[config.mk]
export PLATFORM = sky130hd
export DESIGN_NAME = tmr_phase_generator
export DESIGN_NICKNAME = d
export VERILOG_FILES = /design/src/rtl/clock_logic_pkg.sv /design/src/rtl/tmr_vote.sv /design/src/rtl/tmr_phase_generator.sv
export SDC_FILE = /design/constraint.sdc
export NUM_CORES = 1
export LEC_CHECK = 0
export BUFFER_PORTS_ARGS = -buffer_cell sky130_fd_sc_hd__clkbuf_2
export CAP_MARGIN = 40
export CORE_AREA = 3 3 40 42
export CTS_BUF_LIST = sky130_fd_sc_hd__clkbuf_8 sky130_fd_sc_hd__clkbuf_16
export CTS_CLUSTER_DIAMETER = 50
export DETAILED_ROUTE_END_ITERATION = 12
export DIE_AREA = 0 0 43 45
export SYNTH_ARGS = -nofsm -noshare
export SYNTH_HDL_FRONTEND = slang
export SYNTH_SLANG_ARGS = --single-unit
[constraint.sdc]
create_clock -name SIM_CLK -period 1.25 [get_ports SIM_CLK]
set_input_delay 0.125 -clock SIM_CLK [delete_from_list [all_inputs] [get_ports SIM_CLK]]
set_output_delay 0.125 -clock SIM_CLK [all_outputs]
set_load 0.005 [all_outputs]
[src/rtl/clock_logic_pkg.sv]
// Shared widths, vote helper and saturation constant for the TMR phase generator.
// Channel state is {ph, pre}; its struct is built in the top from these widths.
package clock_logic_pkg;

   function automatic int ph_w(input int phases);
      return (phases <= 2) ? 1 : $clog2(phases);
   endfunction

   function automatic int pre_w(input int div);
      return (div <= 2) ? 1 : $clog2(div);
   endfunction

   function automatic logic maj3(input logic a, input logic b, input logic c);
      return (a & b) | (a & c) | (b & c);
   endfunction

   // All-ones value of a w-bit error counter.
   function automatic logic [63:0] err_sat(input int w);
      return (w >= 64) ? '1 : ((64'd1 << w) - 64'd1);
   endfunction

endpackage

[src/rtl/tmr_vote.sv]
// Bitwise 2-of-3 voter with per-copy miscompare flags.
// Used on the packed channel state of the phase generator.
module tmr_vote
   import clock_logic_pkg::*;
#(
   parameter int W = 1
) (
   input  logic [W-1:0] a,
   input  logic [W-1:0] b,
   input  logic [W-1:0] c,
   output logic [W-1:0] v,
   output logic [2:0]   mis
);

   for (genvar k = 0; k < W; k++) begin : g_bit
      assign v[k] = maj3(a[k], b[k], c[k]);
   end

   assign mis = {c != v, b != v, a != v};

endmodule

[src/rtl/tmr_phase_generator.sv]
// Triple-redundant one-hot phase generator with vote scrubbing and fault tracking.
// Optional macro TMR_FAULT_INJECT_EN adds INJ_EN / INJ_CH for ph-LSB upset injection.
module tmr_phase_generator
   import clock_logic_pkg::*;
#(
   parameter int PHASES    = 4,
   parameter int DIV       = 1,
   parameter int ERR_CNT_W = 8
) (
   input  logic                 SIM_CLK,
   input  logic                 SIM_RST,
`ifdef TMR_FAULT_INJECT_EN
   input  logic                 INJ_EN,
   input  logic [1:0]           INJ_CH,
`endif
   input  logic [2:0]           ADV,
   input  logic                 FAULT_CLR,
   output logic [PHASES-1:0]    PHASE,
   output logic [PHASES-1:0]    PHASE_N,
   output logic                 WRAP,
   output logic [2:0]           CH_FAULT,
   output logic                 STROBE_MISMATCH,
   output logic [ERR_CNT_W-1:0] ERR_CNT
);

   localparam int PH_W  = ph_w(PHASES);
   localparam int PRE_W = pre_w(DIV);
   localparam int SW    = PH_W + PRE_W;

   localparam logic [PH_W-1:0]      PH_LAST  = PH_W'(PHASES - 1);
   localparam logic [PRE_W-1:0]     PRE_LAST = PRE_W'(DIV - 1);
   localparam logic [ERR_CNT_W-1:0] ERR_SAT  = ERR_CNT_W'(err_sat(ERR_CNT_W));

   typedef struct packed {
      logic [PH_W-1:0]  ph;
      logic [PRE_W-1:0] pre;
   } chan_t;

   chan_t      st    [3];
   chan_t      nx_ch [3];
   chan_t      vs;
   chan_t      nxt;
   logic [SW-1:0] vs_raw;
   logic [2:0] mis;
   logic       adv_v;
   logic       step;
   logic       wrap_nx;

   tmr_vote #(.W(SW)) u_vote (
      .a   (st[0]),
      .b   (st[1]),
      .c   (st[2]),
      .v   (vs_raw),
      .mis (mis)
   );

   assign vs      = chan_t'(vs_raw);
   assign adv_v   = maj3(ADV[0], ADV[1], ADV[2]);
   assign step    = adv_v && (vs.pre == PRE_LAST);
   assign wrap_nx = step && (vs.ph == PH_LAST);

   always_comb begin
      nxt = vs;
      if (step) begin
         nxt.pre = '0;
         nxt.ph  = (vs.ph == PH_LAST) ? '0 : vs.ph + PH_W'(1);
      end else if (adv_v) begin
         nxt.pre = vs.pre + PRE_W'(1);
      end
   end

   // Injected upset lands on one copy only; the vote scrubs it next edge.
   always_comb begin
      for (int i = 0; i < 3; i++) begin
         nx_ch[i] = nxt;
`ifdef TMR_FAULT_INJECT_EN
         if (INJ_EN && INJ_CH == 2'(i))
            nx_ch[i].ph[0] = ~nxt.ph[0];
`endif
      end
   end

   always_ff @(posedge SIM_CLK or negedge SIM_RST) begin
      if (!SIM_RST) begin
         for (int i = 0; i < 3; i++)
            st[i] <= '0;
      end else begin
         for (int i = 0; i < 3; i++)
            st[i] <= nx_ch[i];
      end
   end

   always_ff @(posedge SIM_CLK or negedge SIM_RST) begin
      if (!SIM_RST) begin
         WRAP            <= 1'b0;
         STROBE_MISMATCH <= 1'b0;
      end else begin
         WRAP            <= wrap_nx;
         STROBE_MISMATCH <= (ADV != 3'b000) && (ADV != 3'b111);
      end
   end

   // A fresh miscompare outranks a same-cycle clear.
   always_ff @(posedge SIM_CLK or negedge SIM_RST) begin
      if (!SIM_RST) begin
         CH_FAULT <= '0;
         ERR_CNT  <= '0;
      end else begin
         CH_FAULT <= FAULT_CLR ? mis : (CH_FAULT | mis);
         if (|mis) begin
            if (FAULT_CLR)
               ERR_CNT <= ERR_CNT_W'(1);
            else if (ERR_CNT != ERR_SAT)
               ERR_CNT <= ERR_CNT + ERR_CNT_W'(1);
         end else if (FAULT_CLR) begin
            ERR_CNT <= '0;
         end
      end
   end

   assign PHASE   = PHASES'(1) << vs.ph;
   assign PHASE_N = ~PHASE;

endmodule

### Yosys cells after proc, flatten, opt, wreduce, memory -nomap -nowiden

Index checks and enable logic that the tools add are counted.
Widths: inputs -> output; s select.

* register bits after elaboration: 16
* input port bits: 6
* output and inout bits: 21
* word-level logic and storage cells: 32

* $add $sub $neg: 2
* equality and inequality tests: 3
* shifts and indexed selects: 1
* muxes and demuxes: 6
* bitwise operators: 7
* reductions and logical operators: 7

Operators with widths (number)
* $mux 8: 1
* $ne 8x8->1 const B: 1
* $mux 2: 2
* $not 4->4: 1
* $reduce_bool 2->1: 2
* $shl 1x2->4 const A: 1
* $and 1x1->1: 3
* $logic_and 1x1->1: 3
* $mux 3: 1
* $ne 3x3->1 const B: 1
* $reduce_bool 3->1: 1
* $add 2x1->2 const B: 1
* $eq 2x2->1 const B: 1
* $mux 1: 2
* $or 1x1->1: 2
* $reduce_and 2->1: 1
* $add 1x1->1 const B: 1
* $not 1->1: 1

### Longest topological paths before layout

Gate-level depths: netlist of run 1.

* depth in word-level cells: 5
* gate-level depth with buffers: 3
* depth with buffers taken out: 3

### Cells and area by module

From an unflattened synthesis of run 1, not the netlist that was laid out.

* cell total of the unflattened synthesis: 112
* area total of the unflattened synthesis: 1048.5 um2

Modules (own cells, without submodules)
* tmr_phase_generator: times used 1, cells each 84, area an instance 865.8 um2, seq. area each 400.4 um2
* tmr_vote: times used 1, cells each 28, area an instance 182.7 um2, seq. area each 0.0 um2

### Worst setup path after synthesis of run 1

Ideal clock, no wire load.

* kind: reg-to-reg
* start point: reg st[0] (netlist name)
* end point: reg st[1] (netlist name)
* setup time: 125 ps
* arrival time: 1047 ps
* required time: 1125 ps
* slack: 77 ps
* stages on the path, launching flop included: 3
* path buffers: 0
* period minus slack after synthesis: 1173 ps
* cells stage by stage: dfrtp_1 or3_4 mux2_4

* longest elaborated chain between the ends: 2

RTL lines
* from (decl): line tmr_phase_generator.sv:39 `chan_t st [3];`
* from (signal, indexed assignment): line tmr_phase_generator.sv:89 `st[i] <= nx_ch[i];`
* $not 1->1: line tmr_phase_generator.sv:59 `assign step = adv_v && (vs.pre == PRE_LAST);`
* $logic_and 1x1->1: line tmr_phase_generator.sv:59

No other way between the ends.
A chain may end at the register's enable or synchronous reset.

### Worst setup path in the final report of run 1

* start point: reg st[0] (netlist name)
* end point: reg st[2] (netlist name)

Same word-level chain as after synthesis.

==> results_tabular.tex, run 1 <==
\begin{tabular}{lr}
\hline
Metric & Value \\
\hline
\multicolumn{2}{l}{\textbf{Yosys}} \\
Per-instance average area after synthesis & 9.614 um2 \\
Post-synth top area share & 0.3425 \\
Number of warning messages in the yosys log & 0 \\
Flop and latch count out of synthesis & 5 \\
Count of unique library cells instantiated by Yosys & 12 \\
Proportion of synthesized chip area in sequential cells & 0.3425 \\
Largest area contributor in the netlist & sky130\_fd\_sc\_hd\_\_dfrtp\_1 \\
Summed instance area of the synthesized netlist & 365.4 um2 \\
Main area contributors after synthesis & sky130\_fd\_sc\_hd\_\_dfrtp\_1, sky130\_fd\_sc\_hd\_\_buf\_4, sky130\_fd\_sc\_hd\_\_ha\_1 \\
Synthesized netlist cell count & 38 \\
\multicolumn{2}{l}{\textbf{GRT}} \\
Global route total overflow & 0 \\
Global Route Usage Sum & 0.06934 \\
Number of antenna violations at the first check in global routing & 0 \\
First-pass GRT wire length & 924 um \\
Vias in the first global route & 222 \\
Pin count of the biggest net entering global routing & 6 \\
\multicolumn{2}{l}{\textbf{Setup path}} \\
Category of the worst setup path launch point & register \\
Critical Path Start & st[0] \\
Cell count of the worst reg-to-reg path & 2 \\
Worst flop-to-flop path endpoint & st[2] \\
Reg2reg start & st[0] \\
Required time at the worst-slack endpoint & 1350 ps \\
CP Max Fanout & 3 \\
Endpoint of the most critical setup path & st[2] \\
Critical Setup Path Class & register to register \\
Data arrival, critical path & 1280 ps \\
Worst setup EP type & register \\
Worst setup slack for register-to-register paths & 60 ps \\
\multicolumn{2}{l}{\textbf{Pwr}} \\
Max VDD drop & 0.9774 mV \\
Power density over cell area & 2041 nW/um2 \\
Post-route total power & 0.0009627 W \\
Leakage power & 0.2807 nW \\
\multicolumn{2}{l}{\textbf{Layout}} \\
Number of antenna cells inserted & 0 \\
Number of inserted filler cells in the final layout & 135 \\
Final std cell area, no fill & 471.7 um2 \\
NumNets Final & 68 \\
Area added between synthesis and finish & 29.11\% \\
Fraction of final layout cells with drive strength greater than 1 & 0.3860 \\
\multicolumn{2}{l}{\textbf{Floorplanning}} \\
Initial core utilization & 0.2843 \\
Row Count & 13 \\
Die H & 45 um \\
Die Area & 1935 um2 \\
Area of the core region & 1285 um2 \\
Die width & 43 um \\
Number of top-level pins & 27 \\
\multicolumn{2}{l}{\textbf{Routing}} \\
Final routed DRC violation total & 0 \\
Routed WL per cell & 8.458 um \\
Number of DRC markers in iteration 0 & 1 \\
Via density per instance & 3.736 \\
Antenna Nets Post-Route & 0 \\
Length of the first detailed-routing pass in iterations & 2 \\
DRT Wirelength & 609 um \\
Routed vias & 269 \\
\multicolumn{2}{l}{\textbf{STA}} \\
Clock period minus worst slack & 1186 ps \\
Number of endpoints with negative hold slack in the final report & 0 \\
RSZ-0062 raised after global routing & false \\
Peak clock frequency supported by timing & 843.2 MHz \\
Final-report setup violation count & 0 \\
Final TNS setup & 0 ps \\
Count of pins over their slew limit & 0 \\
Post-route clock skew & 0.4665 ps \\
Fin crit share & 0.9488 \\
\multicolumn{2}{l}{\textbf{Clock network}} \\
Clock Latency Late Sink & 220 ps \\
Clock Sink Count & 5 \\
Clk slew on worst S/H paths & 30 ps \\
TritonCTS clock tree & built \\
H-tree Lvls & 1 \\
Number of buffers added by the clock tree synthesis step & 3 \\
Resized Gates After CTS & 0 \\
Clk root buf & sky130\_fd\_sc\_hd\_\_clkbuf\_8 \\
Clock Tree Buf Depth & 2 \\
\multicolumn{2}{l}{\textbf{Placed design}} \\
GP Congestion & 0.6617 \\
HPWL reported at the end of detailed placement & 490.2 um \\
Number of buffer cells added on primary ports & 14 \\
Placed standard-cell area & 409.1 um2 \\
\multicolumn{2}{l}{\textbf{Min path}} \\
Path type of the worst min-delay path & input port to register \\
\multicolumn{2}{l}{\textbf{Run status}} \\
Status & complete, no violations \\
\multicolumn{2}{l}{\textbf{Flow run}} \\
Max-capacitance violation count & 0 \\
\hline
\end{tabular}
## final cells by class
type                            count  area (um2)  area share
Clock buffer                        3       41.29     0.08753
Clock inverter                      1       3.754    0.007958
Inverter                            6       22.52     0.04775
Multi-Input combinational cell     26       172.7      0.3660
Sequential cell                     5       125.1      0.2653
Tap cell                           15       18.77     0.03979
Timing Repair Buffer               16       87.58      0.1857
## per-layer routing
layer / track usage / wire (um) / up-vias / part of all wire
li1: - / - / 132 / -
met4: 0.01807 / 0 / 0 / 0
met1: 0.07056 / 230 / 115 / 0.38
met3: 0.04781 / 108 / 0 / 0.18
met5: 0 / 0 / - / 0
met2: 0.1168 / 269 / 22 / 0.44
## sequential cells by signal (all words and copies together) (netlist names)
signal           count
st                   3
STROBE_MISMATCH      1
WRAP                 1
## synth_stat cells, drive strengths merged
cell	number
buf	11
inv	6
dfrtp	5
ha	4
nor2	4
mux2	2
a21oi	1
and3	1
conb	1
nor3	1
o21a	1
or3	1
## stage by stage
stage,hold WS (ps),instances,setup slack (ps),util
floorplan,-170.6,48,77.50,-
global placement,-50.77,66,48.68,0.3184
detailed placement,-46.73,66,42.52,0.3184
CTS,159.5,71,28.85,0.3612
global route,193.4,72,2.934,0.3671
finish,163.6,72,63.98,0.3671
## power breakdown
| part | internal, W | switching, W |
|---|---|---|
| Sequential | 0.000207 | 0.0000381 |
| Clock | 0.000210 | 0.0000740 |
| Combinational | 0.000237 | 0.000196 |
## critical path, cell delays in order (launching register included)
cell,delay (ps)
sky130_fd_sc_hd__dfrtp_1,370
sky130_fd_sc_hd__or3_4,390
sky130_fd_sc_hd__mux2_4,300
## layout by cell type, fill, tap and decap left out
master                          synthesis  layout
sky130_fd_sc_hd__clkbuf_2               0      14
sky130_fd_sc_hd__conb_1                 1      11
sky130_fd_sc_hd__inv_1                  6       7
sky130_fd_sc_hd__dfrtp_1                5       5
sky130_fd_sc_hd__nor2_1                 4       4
sky130_fd_sc_hd__ha_1                   4       4
sky130_fd_sc_hd__clkbuf_8               0       3
sky130_fd_sc_hd__mux2_4                 2       2
sky130_fd_sc_hd__and3_2                 1       1
sky130_fd_sc_hd__nor3_1                 1       1
sky130_fd_sc_hd__a21oi_1                1       1
sky130_fd_sc_hd__or3_4                  1       1
sky130_fd_sc_hd__o21a_1                 1       1
sky130_fd_sc_hd__dlygate4sd3_1          0       1
sky130_fd_sc_hd__buf_4                 11       1
## cells by family after synthesis
family                   synth area share
multiplexers                      0.08220
AND/OR/NAND/NOR                    0.1061
other                             0.01026
AO/OA/AOI/OAI                     0.03424
adder cells (fa/ha/maj)            0.1370
flip-flops                         0.3425
buffers and inverters              0.2877
## worst min path at each step
stage	cells past startpoint	startpoint	end	slack, ps
finish	3	ADV[0]	STROBE_MISMATCH	160
global route	3	ADV[0]	STROBE_MISMATCH	190
CTS	3	ADV[0]	STROBE_MISMATCH	160
detailed placement	1	SIM_RST	WRAP	-50
global placement	1	SIM_RST	WRAP	-50
floorplan	0	SIM_RST	STROBE_MISMATCH	-170
## repair_timing
action	4_1_cts	5_1_grt
hold buffers	1	0
hold endpoints to repair	5	0
endpoints found under the setup margin	0	4
buffers inserted	0	1
Note: power is estimated with default switching activity, not from simulation.
==> inputs of run 2 (changes only) <==
--- a/config.mk
+++ b/config.mk
@@ -7,11 +7,14 @@
 export LEC_CHECK = 0
 export BUFFER_PORTS_ARGS = -buffer_cell sky130_fd_sc_hd__clkbuf_2
 export CAP_MARGIN = 40
-export CORE_AREA = 3 3 40 42
+export CELL_PAD_IN_SITES_DETAIL_PLACEMENT = 1
+export CELL_PAD_IN_SITES_GLOBAL_PLACEMENT = 1
+export CORE_MARGIN = 3
+export CORE_UTILIZATION = 23
 export CTS_BUF_LIST = sky130_fd_sc_hd__clkbuf_8 sky130_fd_sc_hd__clkbuf_16
 export CTS_CLUSTER_DIAMETER = 50
 export DETAILED_ROUTE_END_ITERATION = 12
-export DIE_AREA = 0 0 43 45
+export PLACE_DENSITY_LB_ADDON = 0.1
 export SYNTH_ARGS = -nofsm -noshare
 export SYNTH_HDL_FRONTEND = slang
 export SYNTH_SLANG_ARGS = --single-unit
==> results_tabular.tex, run 2 (synthesis results as in run 1) <==
\begin{tabular}{lr}
\hline
Metric & Value \\
\hline
\multicolumn{2}{l}{\textbf{Run status}} \\
Status & complete, no violations \\
\multicolumn{2}{l}{\textbf{Pwr}} \\
Max VDD drop & 0.5332 mV \\
Power density over cell area & 2105 nW/um2 \\
Leakage power & 0.2766 nW \\
Post-route total power & 0.001003 W \\
\multicolumn{2}{l}{\textbf{Floorplanning}} \\
Row Count & 13 \\
Die Area & 2103 um2 \\
Number of top-level pins & 27 \\
Area of the core region & 1399 um2 \\
Die H & 45.86 um \\
Initial core utilization & 0.2612 \\
Die width & 45.86 um \\
\multicolumn{2}{l}{\textbf{Routing}} \\
DRT Wirelength & 780 um \\
Routed WL per cell & 10.83 um \\
Antenna Nets Post-Route & 0 \\
Length of the first detailed-routing pass in iterations & 2 \\
Number of DRC markers in iteration 0 & 2 \\
Via density per instance & 3.819 \\
Final routed DRC violation total & 0 \\
Routed vias & 275 \\
\multicolumn{2}{l}{\textbf{Setup path}} \\
Worst setup EP type & register \\
Category of the worst setup path launch point & register \\
CP Max Fanout & 3 \\
Critical Path Start & st[0] \\
Critical Setup Path Class & register to register \\
Reg2reg start & st[0] \\
Data arrival, critical path & 1300 ps \\
Required time at the worst-slack endpoint & 1350 ps \\
\multicolumn{2}{l}{\textbf{GRT}} \\
Met1 usage in global routing & 0.08789 \\
Global route total overflow & 0 \\
Met2 track demand over resource & 0.1374 \\
Vias in the first global route & 264 \\
First-pass GRT wire length & 1.221 mm \\
Number of antenna violations at the first check in global routing & 0 \\
Pin count of the biggest net entering global routing & 6 \\
Global Route Usage Sum & 0.08887 \\
Highest-utilization routing layer at the global route stage & met2 \\
Met3 Usage GRT & 0.04743 \\
\multicolumn{2}{l}{\textbf{Placed design}} \\
GP Congestion & 0.6720 \\
HPWL reported at the end of detailed placement & 659.1 um \\
Number of buffer cells added on primary ports & 14 \\
\multicolumn{2}{l}{\textbf{Layout}} \\
NumNets Final & 68 \\
Highest-count cells in the layout ignoring fill and taps & sky130\_fd\_sc\_hd\_\_clkbuf\_2, sky130\_fd\_sc\_hd\_\_conb\_1, sky130\_fd\_sc\_hd\_\_inv\_1 \\
Largest register FFs & 3 \\
Number of antenna cells inserted & 0 \\
Register bank with the most flops & st \\
Area added between synthesis and finish & 30.48\% \\
Final core utilization & 0.3408 \\
Fraction of final layout cells with drive strength greater than 1 & 0.4386 \\
Registers with the most flip-flops & st (3), STROBE\_MISMATCH (1), WRAP (1) \\
Number of inserted filler cells in the final layout & 176 \\
Commonest non-fill, non-tap cell in the layout & sky130\_fd\_sc\_hd\_\_clkbuf\_2 \\
\multicolumn{2}{l}{\textbf{STA}} \\
Final-report setup violation count & 0 \\
RSZ-0062 raised after global routing & true \\
Peak clock frequency supported by timing & 835.3 MHz \\
Number of endpoints with negative hold slack in the final report & 0 \\
Fin Hold WS & 177.0 ps \\
Count of pins over their slew limit & 0 \\
Clock period minus worst slack & 1197 ps \\
Fin crit share & 0.9577 \\
Post-route clock skew & 0.8676 ps \\
Final TNS setup & 0 ps \\
\multicolumn{2}{l}{\textbf{Clock network}} \\
TritonCTS clock tree & built \\
Number of buffers added by the clock tree synthesis step & 3 \\
Clk slew on worst S/H paths & 30 ps \\
Clk root buf & sky130\_fd\_sc\_hd\_\_clkbuf\_8 \\
Clock Tree Buf Depth & 2 \\
Clock Sink Count & 5 \\
Clock Latency Late Sink & 220 ps \\
H-tree Lvls & 1 \\
\multicolumn{2}{l}{\textbf{Min path}} \\
Path type of the worst min-delay path & input port to register \\
Startpoint of the lowest-slack hold path & ADV[0] \\
\multicolumn{2}{l}{\textbf{Flow run}} \\
Max-capacitance violation count & 0 \\
\hline
\end{tabular}
==> run 2: cell counts in the layout (fill, tap and decap cells not counted) <==
No cell type changed its count.
==> run 2: layer usage <==
| metal | up-vias | share of wire |
|---|---|---|
| li1 | 131 | - |
| met1 | 128 | 0.35 |
| met2 | 14 | 0.55 |
| met3 | 2 | 0.090 |
| met4 | 0 | 0.0064 |
| met5 | - | 0 |
==> run 2: report_power, final <==
group          switching (W)  total [W]  leakage [nW]  internal (W)
combinational       0.000218   0.000465         0.188      0.000247
sequential         0.0000447   0.000252        0.0614      0.000207
clock              0.0000759   0.000286        0.0269      0.000210
==> run 2: path summary, 6_finish.rpt <==
check,to,slack [ps],cells past startpoint
setup / recovery,st[2],50,2
hold / removal,STROBE_MISMATCH,180,3
hold reg to reg,st[0],490,1
setup reg to reg,st[2],50,2
min in group asynchronous,st[1],270,2
max in group asynchronous,STROBE_MISMATCH,840,2
==> run 2: repair_timing <==
action                                  in CTS  in global routing
endpoints found under the setup margin       1                  5
hold buffers                                 1                  0
resized for setup                            0                  3
setup buffers                                1                  0
gates cloned                                 0                  0
endpoints found under the hold margin        5                  0
pin swaps                                    0                  1
==> run 2: area by class of cell <==
class / instances / area (um2) / share of cell area
clock buffer: 3 / 41.29 / 0.08661
clock inverter: 1 / 3.754 / 0.007874
inverter: 6 / 22.52 / 0.04724
multi-input combinational: 26 / 177.7 / 0.3727
sequential: 5 / 125.1 / 0.2625
tap: 15 / 18.77 / 0.03937
timing repair buffer: 16 / 87.58 / 0.1837
==> run 2: critical path: stages, from the launching register on <==
cell	delay [ps]
sky130_fd_sc_hd__dfrtp_1	370
sky130_fd_sc_hd__or3_4	400
sky130_fd_sc_hd__mux2_4	310
==> run 2: stage by stage <==
step                setup slack [ps]  cells  cell area [um2]
global placement               48.99     66            409.1
CTS                            22.37     72            471.7
finish                         52.89     72            476.7
detailed placement             41.60     66            409.1
global route                  -8.848     72            476.7
floorplan                      77.50     48            402.9
==> inputs of run 3 (changes only) <==
--- a/config.mk
+++ b/config.mk
@@ -10,11 +10,12 @@
 export CELL_PAD_IN_SITES_DETAIL_PLACEMENT = 1
 export CELL_PAD_IN_SITES_GLOBAL_PLACEMENT = 1
 export CORE_MARGIN = 3
-export CORE_UTILIZATION = 23
+export CORE_UTILIZATION = 27
 export CTS_BUF_LIST = sky130_fd_sc_hd__clkbuf_8 sky130_fd_sc_hd__clkbuf_16
 export CTS_CLUSTER_DIAMETER = 50
 export DETAILED_ROUTE_END_ITERATION = 12
 export PLACE_DENSITY_LB_ADDON = 0.1
+export REMOVE_ABC_BUFFERS = 1
 export SYNTH_ARGS = -nofsm -noshare
 export SYNTH_HDL_FRONTEND = slang
 export SYNTH_SLANG_ARGS = --single-unit
==> constraint.sdc (replaced) <==
create_clock -name SIM_CLK -period 1.5 [get_ports SIM_CLK]
set_input_delay 0.15 -clock SIM_CLK [delete_from_list [all_inputs] [get_ports SIM_CLK]]
set_output_delay 0.15 -clock SIM_CLK [all_outputs]
set_load 0.005 [all_outputs]
==> results_tabular.tex, run 3 (synthesis results as in run 1) <==
\begin{tabular}{lr}
\hline
Metric & Value \\
\hline
\multicolumn{2}{l}{\textbf{Clock network}} \\
Clock Tree Buf Depth & 2 \\
Number of buffers added by the clock tree synthesis step & 3 \\
Clk slew on worst S/H paths & 30 ps \\
TritonCTS clock tree & built \\
Clk root buf & sky130\_fd\_sc\_hd\_\_clkbuf\_8 \\
Clock Sink Count & 5 \\
Number of setup buffers added after CTS & 0 \\
Clock Latency Late Sink & 220 ps \\
H-tree Lvls & 1 \\
\multicolumn{2}{l}{\textbf{Layout}} \\
Number of inserted filler cells in the final layout & 157 \\
Combined flip-flop and latch cell area & 125.1 um2 \\
Commonest non-fill, non-tap cell in the layout & sky130\_fd\_sc\_hd\_\_clkbuf\_2 \\
Register bank with the most flops & st \\
Highest-count cells in the layout ignoring fill and taps & sky130\_fd\_sc\_hd\_\_clkbuf\_2, sky130\_fd\_sc\_hd\_\_conb\_1, sky130\_fd\_sc\_hd\_\_inv\_1 \\
Final core utilization & 0.3903 \\
Fraction of final layout cells with drive strength greater than 1 & 0.3750 \\
Number of antenna cells inserted & 0 \\
NumNets Final & 67 \\
Multi-input gate area in the final layout & 172.7 um2 \\
Area added between synthesis and finish & 26.71\% \\
Largest register FFs & 3 \\
Registers with the most flip-flops & st (3), STROBE\_MISMATCH (1), WRAP (1) \\
\multicolumn{2}{l}{\textbf{Pwr}} \\
Post-route total power & 0.0007991 W \\
Fraction of power consumed by sequential logic & 0.265 \\
Share of total power in combinational logic & 0.442 \\
Clk pwr share & 0.293 \\
Power density over cell area & 1726 nW/um2 \\
Internal cell power & 0.0005318 W \\
Share of total power consumed by net switching & 0.3345 \\
Leakage power & 0.2759 nW \\
Max VDD drop & 0.5921 mV \\
Power dissipated by switching net loads & 0.0002673 W \\
\multicolumn{2}{l}{\textbf{Placed design}} \\
HPWL reported at the end of detailed placement & 602.2 um \\
Number of buffer cells added on primary ports & 14 \\
GP Congestion & 0.6489 \\
\multicolumn{2}{l}{\textbf{Setup path}} \\
Data arrival, critical path & 1140 ps \\
Worst setup EP type & output pin \\
Cell seen most often among critical-path stages & sky130\_fd\_sc\_hd\_\_inv\_1 \\
Longest individual stage delay on the worst path & 420 ps \\
Required time at the worst-slack endpoint & 1350 ps \\
CP Max Fanout & 5 \\
Category of the worst setup path launch point & register \\
Critical Setup Path Class & register to output pin \\
Series of cell instances along the critical path & inv\_1, ha\_1, inv\_1, clkbuf\_2 \\
Cell with the largest stage delay on the worst path & sky130\_fd\_sc\_hd\_\_dfrtp\_1 \\
\multicolumn{2}{l}{\textbf{GRT}} \\
Global Route Usage Sum & 0.08752 \\
Vias in the first global route & 260 \\
Global route total overflow & 0 \\
First-pass GRT wire length & 1.110 mm \\
Pin count of the biggest net entering global routing & 6 \\
Number of antenna violations at the first check in global routing & 0 \\
\multicolumn{2}{l}{\textbf{STA}} \\
Clock period minus worst slack & 1286 ps \\
Final-report setup violation count & 0 \\
Post-route clock skew & 1.552 ps \\
Number of endpoints with negative hold slack in the final report & 0 \\
Peak clock frequency supported by timing & 777.6 MHz \\
RSZ-0062 raised after global routing & false \\
Final TNS setup & 0 ps \\
Fin crit share & 0.8573 \\
Count of pins over their slew limit & 0 \\
\multicolumn{2}{l}{\textbf{Routing}} \\
Final routed DRC violation total & 0 \\
Number of DRC markers in iteration 0 & 0 \\
Antenna Nets Post-Route & 0 \\
Via density per instance & 3.914 \\
Routed vias & 274 \\
Routed WL per cell & 10.54 um \\
DRT Wirelength & 738 um \\
Length of the first detailed-routing pass in iterations & 1 \\
\multicolumn{2}{l}{\textbf{Floorplanning}} \\
Die width & 42.79 um \\
Die H & 42.79 um \\
Area of the core region & 1186 um2 \\
Number of top-level pins & 27 \\
Initial core utilization & 0.3080 \\
Die Area & 1831 um2 \\
Row Count & 12 \\
\multicolumn{2}{l}{\textbf{Run status}} \\
Status & complete, no violations \\
\multicolumn{2}{l}{\textbf{Min path}} \\
Path type of the worst min-delay path & input port to register \\
\multicolumn{2}{l}{\textbf{Flow run}} \\
Max-capacitance violation count & 0 \\
\hline
\end{tabular}
[run 3: routing by layer]
| metal | track usage | routed length [um] | vias up | share of wire |
|---|---|---|---|---|
| li1 | - | - | 130 | - |
| met1 | 0.06361 | 236 | 124 | 0.32 |
| met2 | 0.1796 | 409 | 20 | 0.55 |
| met3 | 0.04237 | 91 | 0 | 0.12 |
| met4 | 0.03727 | 0 | 0 | 0 |
| met5 | 0 | 0 | - | 0 |
[run 3: power groups by stage]
stage	Clock (W)	Sequential [W]	Combinational, W
5_1_grt	0.000250	0.000222	0.000398
4_1_cts	0.000244	0.000216	0.000366
2_1_floorplan	0	0.000203	0.000199
3_5_place_dp	0	0.000215	0.000356
6_report	0.000234	0.000212	0.000353
3_3_place_gp	0	0.000209	0.000338
[run 3: path summary, 6_finish.rpt]
| check | from | endpoint | slack, ps | depth (start not counted) |
|---|---|---|---|---|
| min | ADV[0] | STROBE_MISMATCH | 200 | 3 |
| max | st[1] | PHASE_N[2] | 210 | 4 |
| max in group asynchronous | SIM_RST | st[1] | 1070 | 2 |
| max reg2reg | st[0] | st[2] | 280 | 2 |
| min reg2reg | st[0] | st[0] | 510 | 1 |
| min in group asynchronous | SIM_RST | st[2] | 290 | 2 |
[run 3: cell type report]
class,count,share of cell area
multi-input combinational,26,0.3730
timing repair buffer,15,0.1730
tap,14,0.03784
inverter,6,0.04865
sequential,5,0.2703
clock buffer,3,0.08919
clock inverter,1,0.008108
[run 3: per-stage QoR]
| step | area [um2] | hold WS (ps) | std cells | setup slack, ps |
|---|---|---|---|---|
| after floorplan | 320.3 | -145.6 | 37 | 327.5 |
| after global placement | 407.9 | -23.99 | 65 | 297.8 |
| after detailed placement | 407.9 | -23.32 | 65 | 274.5 |
| after CTS | 462.9 | 205.5 | 70 | 174.3 |
| after global routing | 462.9 | 225.9 | 70 | 135.9 |
| final | 462.9 | 203.8 | 70 | 214.0 |
[run 3: critical path, delay by kind of cell (launching register included)]
family	cells	cell delay, ps
adders and majority gates	1	230
DFF	1	420
buffers and inverters	3	270
[run 3: what timing repair did]
action,4_1_cts,5_1_grt
resized for setup,0,0
endpoints found under the hold margin,5,0
hold buffers,1,0
